`src/rtl/shared_reg_arb_pkg.sv`:
```
// Shared types and default sizing for the shared-register arbiter.
// Imported by the picker and the arbiter top level.
package shared_reg_arb_pkg;

    typedef enum logic [1:0] {
        IDLE  = 2'd0,
        GRANT = 2'd1,
        HOLD  = 2'd2
    } state_t;

    localparam int DEF_N       = 4;
    localparam int DEF_WIDTH   = 8;
    localparam int DEF_HOLD    = 2;
    localparam int WCNT_W      = 16;
    localparam int HOLD_CNT_W  = 4;

endpackage

```
`src/rtl/rr_priority_picker.sv`:
```
// Combinational round-robin picker: first requester found searching
// upward from ptr+1 with wrap-around.
module rr_priority_picker
    import shared_reg_arb_pkg::*;
#(
    parameter int N = DEF_N
) (
    input  logic [N-1:0]         req,
    input  logic [$clog2(N)-1:0] ptr,
    output logic                 valid,
    output logic [$clog2(N)-1:0] idx
);

    localparam int IW = $clog2(N);

    logic [IW-1:0] cand;

    // Scan farthest-first so the nearest candidate after ptr wins last.
    always_comb begin
        valid = 1'b0;
        idx   = '0;
        cand  = '0;
        for (int k = N; k >= 1; k--) begin
            cand = IW'((int'(ptr) + k) % N);
            if (req[cand]) begin
                valid = 1'b1;
                idx   = cand;
            end
        end
    end

endmodule

```
`src/rtl/shared_reg_arbiter.sv`:
```
// Round-robin arbiter sharing one storage register between N requesters,
// with a programmable hold window after each write.
module shared_reg_arbiter
    import shared_reg_arb_pkg::*;
#(
    parameter int N           = DEF_N,
    parameter int WIDTH       = DEF_WIDTH,
    parameter int HOLD_CYCLES = DEF_HOLD
) (
    input  logic                 clk,
    input  logic                 rst,
    input  logic [N-1:0]         req,
    input  logic [N*WIDTH-1:0]   wdata,
    output logic [N-1:0]         gnt,
    output logic [WIDTH-1:0]     q,
    output logic [WIDTH-1:0]     q_bar,
    output logic [$clog2(N)-1:0] owner,
    output logic                 busy,
    output logic [WCNT_W-1:0]    wr_cnt
);

    localparam int IW = $clog2(N);
    localparam logic [HOLD_CNT_W-1:0] HOLD_LOAD =
        (HOLD_CYCLES > 0) ? HOLD_CNT_W'(HOLD_CYCLES - 1) : '0;

    state_t                state;
    state_t                state_d;
    logic [IW-1:0]         win;
    logic [IW-1:0]         win_d;
    logic [IW-1:0]         ptr;
    logic [HOLD_CNT_W-1:0] hold_cnt;
    logic [HOLD_CNT_W-1:0] hold_d;
    logic                  pick_valid;
    logic [IW-1:0]         pick_idx;
    logic                  wr_en;

    rr_priority_picker #(
        .N(N)
    ) u_picker (
        .req  (req),
        .ptr  (ptr),
        .valid(pick_valid),
        .idx  (pick_idx)
    );

    always_comb begin
        state_d = state;
        win_d   = win;
        hold_d  = hold_cnt;
        wr_en   = 1'b0;
        gnt     = '0;
        busy    = (state != IDLE);
        unique case (state)
            IDLE: begin
                if (pick_valid) begin
                    win_d   = pick_idx;
                    state_d = GRANT;
                end
            end
            GRANT: begin
                gnt[win] = 1'b1;
                state_d  = IDLE;
                // A withdrawn request just falls back to IDLE untouched.
                if (req[win]) begin
                    wr_en = 1'b1;
                    if (HOLD_CYCLES > 0) begin
                        state_d = HOLD;
                        hold_d  = HOLD_LOAD;
                    end
                end
            end
            HOLD: begin
                if (hold_cnt == '0) begin
                    state_d = IDLE;
                end else begin
                    hold_d = hold_cnt - 1'b1;
                end
            end
            default: state_d = IDLE;
        endcase
    end

    always_ff @(posedge clk or negedge rst) begin
        if (!rst) begin
            state <= IDLE;
        end else begin
            state <= state_d;
        end
    end

    always_ff @(posedge clk or negedge rst) begin
        if (!rst) begin
            win      <= '0;
            hold_cnt <= '0;
            ptr      <= IW'(N - 1);
            q        <= '0;
            owner    <= '0;
            wr_cnt   <= '0;
        end else begin
            win      <= win_d;
            hold_cnt <= hold_d;
            if (wr_en) begin
                q      <= wdata[win*WIDTH +: WIDTH];
                owner  <= win;
                ptr    <= win;
                wr_cnt <= wr_cnt + 1'b1;
            end
        end
    end

    assign q_bar = ~q;

endmodule

```
`config.mk`:
```
export PLATFORM = sky130hd
export DESIGN_NAME = shared_reg_arbiter
export DESIGN_NICKNAME = d
export VERILOG_FILES = /design/src/rtl/shared_reg_arb_pkg.sv /design/src/rtl/rr_priority_picker.sv /design/src/rtl/shared_reg_arbiter.sv
export SDC_FILE = /design/constraint.sdc
export NUM_CORES = 1
export LEC_CHECK = 0
export ABC_CLOCK_PERIOD_IN_PS = 1500
export BUFFER_PORTS_ARGS = -buffer_cell sky130_fd_sc_hd__buf_2
export CAP_MARGIN = 40
export CORE_ASPECT_RATIO = 0.7
export CORE_MARGIN = 2
export CORE_UTILIZATION = 43
export DETAILED_ROUTE_END_ITERATION = 12
export PLACE_DENSITY = 0.82
export SLEW_MARGIN = 5
export SYNTH_ARGS = -nofsm -noshare
export SYNTH_HDL_FRONTEND = slang
export SYNTH_SLANG_ARGS = --single-unit
export TNS_END_PERCENT = 100
```
`constraint.sdc`:
```
create_clock -name clk -period 1.5 [get_ports clk]
set_input_delay 0.225 -clock clk [delete_from_list [all_inputs] [get_ports clk]]
set_output_delay 0.225 -clock clk [all_outputs]
set_load 0.01 [all_outputs]
```
==> flow_summary.json <==
{
  "rows": 20,
  "start_kind": "flip-flop",
  "worst_pin_slew_ns": 0.370,
  "switching_share": 0.374,
  "path_cells": "nor3b_4, buf_6, o2bb2ai_4, buf_6, mux2_2",
  "cellLeakagePower_nw": 1.41,
  "cts-root-buf": "clkbuf_8",
  "port_buffers": 76,
  "grt_pass1_wl_um": 7460,
  "path_max_fanout": 5,
  "worstPathBufferInverterCount": 2,
  "final_common_cell": "buf_2",
  "final_cell_mix": "75 x buf_2, 32 x dfrtp_1, 18 x buf_4",
  "grt_max_degree": 23,
  "skew_ns": 0.00432,
  "initial_core_util": 0.443,
  "clkSlewWorstSetupHoldPaths_ns": 0.07,
  "synth_flop_cell": "dfrtp_1",
  "timing.final.crit_share": 1.06,
  "dieArea_sq_um": 5000,
  "synth.net_count": 210,
  "hold_violations": 0,
  "synth_cells": 170,
  "fp.dieW_um": 83.6,
  "ys_async_sr_fraction": 1.00,
  "cts_made_buffers": 5,
  "gp_congestion": 0.886,
  "netlist_area_sq_um": 1910,
  "critPathTopFamily": "flip-flops",
  "ioPinCount": 77,
  "min_path_type": "in -> reg",
  "cp_slowest_cell": "dfrtp_2",
  "wirelength_um": 4990,
  "synth-edff-count": 0,
  "fillers": 326,
  "drive_gt1_frac": 0.555,
  "ys_seq_area_frac": 0.473,
  "cp_common_cell": "buf_6",
  "pwr-share-seq": 0.302,
  "fmax_ghz": 0.630,
  "antenna_found_initial": 0,
  "grt_pass1_vias": 1545,
  "p_comb_frac": 0.564,
  "clock_sinks": 36,
  "die_h_um": 59.7,
  "grtUsageTotal": 0.195,
  "drc": 0,
  "rsz0062_at_grt": "true",
  "clk_latency_ns": 0.27,
  "drt-pass1-iter-count": 4,
  "syn2layout_area_growth_pct": 48.4,
  "cts_max_level": 2,
  "period_needed_ns": 1.59,
  "hpwlAfterDp_um": 3460,
  "nets": 314,
  "max_stage_delay_ns": 0.45,
  "worstSetupEndpointType": "flip-flop",
  "cap_violations": 0,
  "cts_tree": "yes",
  "power_mw": 5.41,
  "worstPathArrival_ns": 1.75,
  "vias": 1688,
  "violations": "setup timing",
  "grt_overflow": 0,
  "power_density_nw_per_um2": 1910,
  "switchingPower_mw": 2.02,
  "viasPerCell": 5.13,
  "antenna_cells": 0,
  "syn_avg_cell_area_sq_um": 11.2,
  "crit_required_ns": 1.66,
  "ys_types": 35,
  "synth_warnings": 0,
  "wl_per_cell_um": 15.2,
  "ir_worst_vdd_uv": 1070,
  "relSlewSlack": 0.753,
  "finalMaxSlewViolations": 0,
  "cts_buffer_depth": 2,
  "worst-setup-path-type": "reg -> reg",
  "layout_setup_ws_ns": -0.0861,
  "ant_nets": 0,
  "timing.hold.ws_ns": 0.369,
  "p_clk_frac": 0.134,
  "core_area_sq_um": 4300,
  "p_int_mw": 3.38,
  "setup_viol": 17,
  "drtIter0Drc": 59,
  "status": "finished, violations left",
  "ys_seq_elements": 36
}
-- worst register-to-register path: cells and delay by family, from the launching register on --
family	cells	cell delay, ns
flops	1	0.45
buf+inv	2	0.31
compound gates	1	0.17
mux	1	0.34
simple gates	1	0.21
-- layout make-up --
cell class                 instances  area, sq um  area share
timing repair buffer             105          697       0.246
tap                               55         68.8      0.0243
sequential                        36          906       0.320
multi-input combinational        111         1010       0.356
clock buffer                       7         96.3      0.0340
inverter                          15         56.3      0.0199
-- worst paths after layout --
kind	start	endpoint	slack (ns)	cells past startpoint
worst max-delay path	win[0]	owner[1]	-0.09	5
worst min-delay path	wdata[24]	q[0]	0.37	4
worst max register to register	win[0]	owner[1]	-0.09	5
worst min register to register	owner[0]	owner[0]	0.48	1
max in group asynchronous	rst	ptr[0]	0.59	3
min in group asynchronous	rst	wr_cnt[2]	0.40	2
-- metrics by stage --
stage                     setup TNS, ns   util  cell area, sq um  setup slack, ns  instances
after floorplan                       0      -              1920           0.0103        170
after global placement          -0.0154  0.569              2450          -0.0154        309
after detailed placement         -0.108  0.569              2450          -0.0481        309
after CTS                        -0.205  0.622              2680          -0.0513        324
after global routing              -2.31  0.658              2830           -0.161        329
final                            -0.557  0.658              2830          -0.0861        329
-- logic make-up (layout without fill, tap and decap cells) --
family | Yosys count | in the layout | synth area share
and+or+nand+nor | 56 | 56 | 0.163
AOI/OAI and AO/OA | 21 | 21 | 0.0702
xor gates and xnor gates | 17 | 17 | 0.0780
DFF | 36 | 36 | 0.473
adders and majority gates | 2 | 2 | 0.0131
muxes | 15 | 15 | 0.142
buffers and inverters | 23 | 127 | 0.0603
-- layer usage --
metal	GRT usage	routed length (um)	up-vias
met5	0	0	-
met4	0.0392	59	0
met3	0.0635	312	6
met2	0.328	2410	59
met1	0.254	2210	819
li1	-	-	804
-- synthesized netlist by cell type (all sizes together), types with 3 or more instances --
library cell  count  area (sq um)
dfrtp            34           851
inv              15          56.3
nand2            15          56.3
xnor2            12           105
o21ai            10          50.1
nand4             9          56.3
mux4              8           191
nor2              8          30.0
buf               6          51.3
mux2              5          60.1
nand3             5          25.0
xor2              5          43.8
and3              4          25.0
nand2b            4          25.0
a21o              3          22.5
and2              3          18.8
nor3b             3          37.5
-- sequential cells by signal (all words and copies together), names as in the netlist --
signal	flops
hold_cnt	4
q	8
owner	2
state	2
ptr	2
wr_cnt	16
win	2
-- power groups by stage --
| stage | logic (mW) | clock network, mW | registers [mW] |
|---|---|---|---|
| final | 3.05 | 0.723 | 1.64 |
| after global routing | 3.28 | 0.803 | 1.69 |
| after floorplan | 1.37 | 0 | 1.68 |
| after CTS | 2.54 | 0.734 | 1.63 |
| after global placement | 2.22 | 0 | 1.61 |
| after detailed placement | 2.27 | 0 | 1.62 |
-- timing repair --
item	CTS	global route
pin swaps	5	5
cloned	0	2
endpoints found under the setup margin	11	33
hold endpoints to repair	14	0
gates resized for setup	16	30
buffers inserted	7	3
hold buffers	1	0
Note: power is estimated with default switching activity, not from simulation.
